### src/rtl/stk_rsp_q_pkg.sv
// stk_rsp_q_pkg: shared constants and types for the per-engine response queue
package stk_rsp_q_pkg;
  localparam int CFG_ENGS_N = 4;
  localparam int RSP_Q_DEPTH = 4;
  localparam int RSP_DAT_W = 128;
  typedef logic [3:0] status_t;
  typedef struct packed {
    status_t status;
    logic [RSP_DAT_W-1:0] dat;
  } rsp_q_ent_t;
  typedef logic [$clog2(RSP_Q_DEPTH+1)-1:0] rsp_q_cnt_t;
endpackage

### src/rtl/stk_rsp_q_if.sv
// stk_rsp_q_if: pipeline response beat, command credit and per-engine response bundle
interface stk_rsp_q_if
  import stk_rsp_q_pkg::*;
#(
  parameter int ENGS_N = CFG_ENGS_N,
  parameter int DAT_W = RSP_DAT_W,
  parameter int OCC_W = $clog2(RSP_Q_DEPTH+1)
);
  logic [ENGS_N-1:0] i_rsp_vld;
  logic [DAT_W-1:0] i_rsp_dat;
  status_t i_rsp_status;
  logic [ENGS_N-1:0] i_cmd_issue;
  logic [ENGS_N-1:0] o_cmd_permit;
  logic [ENGS_N-1:0] o_eng_rsp_vld;
  logic [ENGS_N-1:0] i_eng_rsp_rdy;
  logic [ENGS_N-1:0][DAT_W-1:0] o_eng_rsp_dat;
  status_t [ENGS_N-1:0] o_eng_rsp_status;
  logic [ENGS_N-1:0][OCC_W-1:0] o_eng_occ;
  logic [ENGS_N-1:0] o_eng_err;
  modport slave (
    input i_rsp_vld, i_rsp_dat, i_rsp_status, i_cmd_issue, i_eng_rsp_rdy,
    output o_cmd_permit, o_eng_rsp_vld, o_eng_rsp_dat, o_eng_rsp_status, o_eng_occ, o_eng_err
  );
  modport master (
    output i_rsp_vld, i_rsp_dat, i_rsp_status, i_cmd_issue, i_eng_rsp_rdy,
    input o_cmd_permit, o_eng_rsp_vld, o_eng_rsp_dat, o_eng_rsp_status, o_eng_occ, o_eng_err
  );
endinterface

### src/rtl/stk_rsp_q_eng.sv
// stk_rsp_q_eng: single-engine response FIFO with credit counter and sticky error
module stk_rsp_q_eng
  import stk_rsp_q_pkg::*;
#(
  parameter int DEPTH = RSP_Q_DEPTH,
  parameter int DAT_W = RSP_DAT_W
) (
  input  logic clk,
  input  logic arst_n,
  input  logic push_i,
  input  logic [DAT_W-1:0] dat_i,
  input  status_t status_i,
  input  logic issue_i,
  input  logic rdy_i,
  output logic vld_o,
  output logic [DAT_W-1:0] dat_o,
  output status_t status_o,
  output logic [$clog2(DEPTH+1)-1:0] occ_o,
  output logic permit_o,
  output logic err_o
);
  localparam int PW = $clog2(DEPTH);
  localparam int OW = $clog2(DEPTH+1);
  localparam logic [OW-1:0] FULL = OW'(DEPTH);
  typedef struct packed {
    status_t status;
    logic [DAT_W-1:0] dat;
  } ent_t;
  ent_t mem_q [DEPTH];
  logic [PW-1:0] rd_q, rd_d, wr_q, wr_d;
  logic [OW-1:0] occ_q, occ_d, cnt_q, cnt_d;
  logic err_q, err_d, permit_q;
  logic pop, acc, full, sat;
  assign vld_o = occ_q != '0;
  assign dat_o = mem_q[rd_q].dat;
  assign status_o = mem_q[rd_q].status;
  assign occ_o = occ_q;
  assign permit_o = permit_q;
  assign err_o = err_q;
  always_comb begin
    full = occ_q == FULL;
    sat = cnt_q == FULL;
    pop = vld_o & rdy_i;
    acc = push_i & (!full | pop);
    rd_d = rd_q + PW'(pop);
    wr_d = wr_q + PW'(acc);
    occ_d = occ_q + OW'(acc) - OW'(pop);
    cnt_d = (issue_i == pop) ? cnt_q : issue_i ? (sat ? cnt_q : cnt_q + OW'(1)) : cnt_q - OW'(1);
    err_d = err_q | (push_i & full & !pop) | (issue_i & sat & !pop);
  end
  always_ff @(posedge clk) begin
    if (!arst_n) begin
      rd_q <= '0;
      wr_q <= '0;
      occ_q <= '0;
      cnt_q <= '0;
      err_q <= 1'b0;
      permit_q <= 1'b1;
    end else begin
      rd_q <= rd_d;
      wr_q <= wr_d;
      occ_q <= occ_d;
      cnt_q <= cnt_d;
      err_q <= err_d;
      permit_q <= cnt_d < FULL;
    end
  end
  always_ff @(posedge clk) if (acc) mem_q[wr_q] <= '{status: status_i, dat: dat_i};
  a_cnt_ge_occ: assert property (@(posedge clk) disable iff (!arst_n) cnt_q >= occ_q);
endmodule

### src/rtl/stk_rsp_q.sv
// stk_rsp_q: per-engine response queues and command credit permits behind the stack pipeline
module stk_rsp_q
  import stk_rsp_q_pkg::*;
#(
  parameter int ENGS_N = CFG_ENGS_N,
  parameter int DEPTH = RSP_Q_DEPTH,
  parameter int DAT_W = RSP_DAT_W
) (
  input logic clk,
  input logic arst_n,
  stk_rsp_q_if.slave bus
);
  for (genvar e = 0; e < ENGS_N; e++) begin : g_eng
    stk_rsp_q_eng #(.DEPTH(DEPTH), .DAT_W(DAT_W)) u_eng (
      .clk(clk),
      .arst_n(arst_n),
      .push_i(bus.i_rsp_vld[e]),
      .dat_i(bus.i_rsp_dat),
      .status_i(bus.i_rsp_status),
      .issue_i(bus.i_cmd_issue[e]),
      .rdy_i(bus.i_eng_rsp_rdy[e]),
      .vld_o(bus.o_eng_rsp_vld[e]),
      .dat_o(bus.o_eng_rsp_dat[e]),
      .status_o(bus.o_eng_rsp_status[e]),
      .occ_o(bus.o_eng_occ[e]),
      .permit_o(bus.o_cmd_permit[e]),
      .err_o(bus.o_eng_err[e])
    );
  end
  a_rsp_onehot0: assert property (@(posedge clk) disable iff (!arst_n) $onehot0(bus.i_rsp_vld));
endmodule

### src/flat_wrapper.sv
// flat-port wrapper written by rule: the top's interface ports become plain ports
module stk_rsp_q_flat import stk_rsp_q_pkg::*;
#(
  parameter int ENGS_N = CFG_ENGS_N,
  parameter int DEPTH = RSP_Q_DEPTH,
  parameter int DAT_W = RSP_DAT_W
)
  (clk, arst_n, bus_i_rsp_vld, bus_i_rsp_dat, bus_i_rsp_status, bus_i_cmd_issue, bus_i_eng_rsp_rdy, bus_o_cmd_permit, bus_o_eng_rsp_vld, bus_o_eng_rsp_dat, bus_o_eng_rsp_status, bus_o_eng_occ, bus_o_eng_err);
  stk_rsp_q_if #(.ENGS_N(ENGS_N), .DAT_W(DAT_W), .OCC_W(3)) bus_i ();
  input logic clk;
  input logic arst_n;
  input wire logic [$bits(bus_i.i_rsp_vld)-1:0] bus_i_rsp_vld;
  input wire logic [$bits(bus_i.i_rsp_dat)-1:0] bus_i_rsp_dat;
  input wire logic [$bits(bus_i.i_rsp_status)-1:0] bus_i_rsp_status;
  input wire logic [$bits(bus_i.i_cmd_issue)-1:0] bus_i_cmd_issue;
  input wire logic [$bits(bus_i.i_eng_rsp_rdy)-1:0] bus_i_eng_rsp_rdy;
  output wire logic [$bits(bus_i.o_cmd_permit)-1:0] bus_o_cmd_permit;
  output wire logic [$bits(bus_i.o_eng_rsp_vld)-1:0] bus_o_eng_rsp_vld;
  output wire logic [$bits(bus_i.o_eng_rsp_dat)-1:0] bus_o_eng_rsp_dat;
  output wire logic [$bits(bus_i.o_eng_rsp_status)-1:0] bus_o_eng_rsp_status;
  output wire logic [$bits(bus_i.o_eng_occ)-1:0] bus_o_eng_occ;
  output wire logic [$bits(bus_i.o_eng_err)-1:0] bus_o_eng_err;
  assign bus_i.i_rsp_vld = bus_i_rsp_vld;
  assign bus_i.i_rsp_dat = bus_i_rsp_dat;
  assign bus_i.i_rsp_status = bus_i_rsp_status;
  assign bus_i.i_cmd_issue = bus_i_cmd_issue;
  assign bus_i.i_eng_rsp_rdy = bus_i_eng_rsp_rdy;
  assign bus_o_cmd_permit = bus_i.o_cmd_permit;
  assign bus_o_eng_rsp_vld = bus_i.o_eng_rsp_vld;
  assign bus_o_eng_rsp_dat = bus_i.o_eng_rsp_dat;
  assign bus_o_eng_rsp_status = bus_i.o_eng_rsp_status;
  assign bus_o_eng_occ = bus_i.o_eng_occ;
  assign bus_o_eng_err = bus_i.o_eng_err;
  stk_rsp_q #(.ENGS_N(ENGS_N), .DEPTH(DEPTH), .DAT_W(DAT_W)) u_core (.clk(clk), .arst_n(arst_n), .bus(bus_i));
endmodule
### config.mk
export PLATFORM = sky130hd
export DESIGN_NAME = stk_rsp_q_flat
export DESIGN_NICKNAME = d
export VERILOG_FILES = /design/src/rtl/stk_rsp_q_pkg.sv /design/src/rtl/stk_rsp_q_if.sv /design/src/rtl/stk_rsp_q_eng.sv /design/src/rtl/stk_rsp_q.sv /design/src/flat_wrapper.sv
export SDC_FILE = /design/constraint.sdc
export NUM_CORES = 1
export LEC_CHECK = 0
export ABC_AREA = 0
export BUFFER_PORTS_ARGS = -buffer_cell sky130_fd_sc_hd__buf_2
export CAP_MARGIN = 25
export CORE_ASPECT_RATIO = 0.75
export CORE_UTILIZATION = 30
export CTS_CLUSTER_SIZE = 25
export DETAILED_ROUTE_END_ITERATION = 8
export PLACE_DENSITY = 0.56
export RECOVER_POWER = 25
export SLEW_MARGIN = 20
export SYNTH_ARGS = -nofsm -noshare
export SYNTH_HDL_FRONTEND = slang
export SYNTH_HIERARCHICAL = 1
export SYNTH_SLANG_ARGS = --single-unit
### constraint.sdc
create_clock -name clk -period 20.4 [get_ports clk]
set_clock_uncertainty 0.2 [all_clocks]
set_input_delay 6.12 -clock clk [delete_from_list [all_inputs] [get_ports clk]]
set_output_delay 6.12 -clock clk [all_outputs]
set_load 0.02 [all_outputs]
==> run_results.csv <==
group,metric,value,unit
status,status,"completed",
sta,tns,0,ps
setup_path,critPathArrivalTime,3930,ps
sta,hold_ws,336,ps
power,netSwitchingFraction,30.7,%
power,cellLeakagePower,29.6,nW
die,start_util,30.2,%
power,power_frac_clock,31.1,%
route,drtPass1Iterations,5,
layout,area_delta_synth_final,18.8,%
route,drt-met1-wl,87900,µm
power,combPwrFrac,25.3,%
worst_hold_path,min_from,"u_core/g_eng[2].u_eng/err_o",
route,highest_layer,"met5",
sta,max_freq,0.0975,GHz
clocking,cts_root_buf,"clkbuf_16",
synth,syn_area,78600,µm²
die,io-pin-count,698,
clocking,cts_sinks,2160,
grt,antenna_found_initial,10,
grt,grt_pass1_wl,282000,µm
setup_path,crit-reg2reg-launch,"u_core/g_eng[0].u_eng/occ_o[1]",
die,dieArea,264000,µm²
layout,drive_above_1_share,38.5,%
flow_run,drv_cap,0,
clocking,clockBufferDepth,4,
route,wirelength,202000,µm
sta,hold_viol,0,
power,vdd.ir_drop.worst,0.0000805,V
synth,ys_ff_latch,2160,
setup_path,criticalPathCategory,"reg2out",
clocking,cts_tree,"built",
route,first_iter_violations,3253,
layout,utilization,35.9,%
sta,rsz0062_at_grt,"false",
setup_path,crit_required,14080,ps
layout,layout_commonest_cell,"edfxtp_1",
synth,ys_seq_area_share,81.9,%
clocking,cts_setup_buffers,0,
sta,drv_slew,0,
place,gp_congestion,0.744,
worst_hold_path,min_to,"u_core/g_eng[2].u_eng/err_o",
route,routedWlPerCell,26.8,µm
power,p_switching,3.85,mW
synth,synthDistinctLibCells,47,
die,die_h,445,µm
setup_path,worstSetupEndpointType,"output port",
layout,final_cell_mix,"2112 x edfxtp_1, 606 x buf_2, 528 x mux4_2",
synth,ys_warn_count,6,
route,ant_nets,0,
sta,slew_headroom,24.3,%
layout,nets,4097,
grt,grt-ovfl-total,0,
clocking,cts_resized,0,
worst_hold_path,hold_path.class,"reg2reg",
clocking,insertion_delay,840,ps
setup_path,cp_max_fo,34,
clocking,hold_buffers,0,
grt,grtUsageTotal,14.9,%
place,dp_slack,10850,ps
clocking,numCtsBuffers,217,
power,power.total,12.5,mW
die,coreArea,260000,µm²
route,dr_wl_met2,93700,µm
sta,finalCritPeriodShare,50.3,%
route,drc_errors,0,
route,met3_length,16600,µm
synth,synth_edf_count,2112,
synth,synth-async-reset-ratio,0,%
setup_path,r2r-end,"u_core/g_eng[0].u_eng/mem_q[2][62]",
grt,grt_pass1_vias,36600,
setup_path,r2r_slack,16690,ps
synth,syn-num-nets,3221,
sta,finalSetupViolCount,0,
sta,post-route-min-period,10250,ps
synth,avgSynthCellArea,25.8,µm²
power,pwr-share-seq,43.6,%
grt,grt_max_degree,78,
setup_path,r2r_cells,8,
clocking,clk_pin_slew,60,ps
setup_path,cp-start-kind,"flip-flop",
synth,synth_cells,3043,
synth,synth_flop_cell,"edfxtp_1",
sta,setup_slack,10150,ps
sta,timing_worst_slew_pin_value,1140,ps
worst_hold_path,hold_depth,2,
power,p_per_area,134,nW/µm²
die,rows,162,
die,die_w,593,µm
place,hpwlAfterDp,125000,µm
clocking,cts-htree-levels,4,
route,vias_per_cell,4.81,
power,power.internal,8.68,mW
route,vias,36200,
place,port_buffers,697,
[power groups by stage]
stage | Clock (mW) | Combinational (mW) | Sequential [mW]
after floorplan | 0 | 2.00 | 5.58
after global placement | 0 | 3.23 | 5.54
after detailed placement | 0 | 3.24 | 5.56
after CTS | 4.01 | 3.25 | 5.46
after global routing | 4.16 | 3.35 | 5.50
final | 3.90 | 3.17 | 5.46
[layer usage]
layer	up-vias	GRT usage, %
met5	-	0
met3	237	4.25
met4	4	3.43
li1	14900	-
met2	1274	23.0
met1	19800	20.8
[worst max path at each step]
stage	startpoint	to	slack (ps)	depth (start not counted)
2_1_floorplan	bus_i_eng_rsp_rdy[0]	u_core/g_eng[0].u_eng/mem_q[1][0]	3310	3
3_3_place_gp	u_core/g_eng[3].u_eng/rd_q[0]	bus_o_eng_rsp_dat[488]	10840	4
3_5_place_dp	u_core/g_eng[3].u_eng/rd_q[0]	bus_o_eng_rsp_dat[488]	10850	4
4_1_cts	u_core/g_eng[3].u_eng/rd_q[0]	bus_o_eng_rsp_dat[488]	9870	4
5_1_grt	u_core/g_eng[3].u_eng/rd_q[0]	bus_o_eng_rsp_dat[488]	9790	4
6_report	u_core/g_eng[3].u_eng/rd_q[0]	bus_o_eng_rsp_dat[488]	10150	4
[cells by family after synthesis]
| logic type | after synthesis | synth area share (%) |
|---|---|---|
| and+or+nand+nor | 112 | 0.851 |
| buffers and inverters | 156 | 0.958 |
| DFF | 2160 | 81.9 |
| adders and majority gates | 32 | 0.547 |
| xor gates and xnor gates | 13 | 0.145 |
| AOI/OAI and AO/OA | 39 | 0.427 |
| muxes | 531 | 15.2 |
[flip-flops by register name, indices dropped and copies added, names as in the netlist]
name / count
u_core/g_eng.u_eng/err_o: 4
u_core/g_eng.u_eng/rd_q: 8
u_core/g_eng.u_eng/wr_q: 8
u_core/g_eng.u_eng/cnt_q: 12
u_core/g_eng.u_eng/permit_o: 4
u_core/g_eng.u_eng/occ_o: 12
u_core/g_eng.u_eng/mem_q: 2112
[synth_stat cells (all sizes together), types with 2 or more instances]
cell	count	area, µm²
clkbuf	37	139
nor2	18	67.6
nand3	5	25.0
xnor2	9	78.8
nand2	5	18.8
mux2	3	45.0
or3	4	28.8
and2	15	97.6
a21oi	13	65.1
nor3b	8	60.1
ha	28	350
inv	27	109
dfxtp	48	961
buf	88	490
a311oi	2	17.5
nand2b	6	37.5
and3b	3	26.3
a221o	3	30.0
fa	4	80.1
nor3	13	65.1
o31ai	4	85.1
edfxtp	2112	63400
clkinv	4	15.0
a21bo	3	30.0
xor2	4	35.0
nand4	16	100
and3	5	31.3
or4	6	48.8
a221oi	3	26.3
a31oi	3	18.8
o221ai	3	26.3
nor4b	4	35.0
mux4	528	11900
nor2b	3	18.8
[per-stage QoR]
step | cells | area (µm²)
3_5_place_dp | 7144 | 86600
6_report | 7532 | 93400
4_1_cts | 7522 | 93500
5_1_grt | 7528 | 93400
2_1_floorplan | 3043 | 78600
3_3_place_gp | 7144 | 86600
[worst max-delay path, stage by stage, from the launching register on]
cell	delay [ps]
dfxtp_4	600
buf_4	760
buf_4	730
mux4_2	650
buf_2	220
[area by class of cell]
class / count / area [µm²]
Antenna cell: 10 / 25.0
Clock buffer: 265 / 5690
Clock inverter: 113 / 1190
Fill cell: 23900 / 167000
Inverter: 31 / 124
Multi-Input combinational cell: 727 / 13600
Sequential cell: 2160 / 64400
Tap cell: 3444 / 4310
Timing Repair Buffer: 782 / 4050
Note: power is estimated with default switching activity, not from simulation.
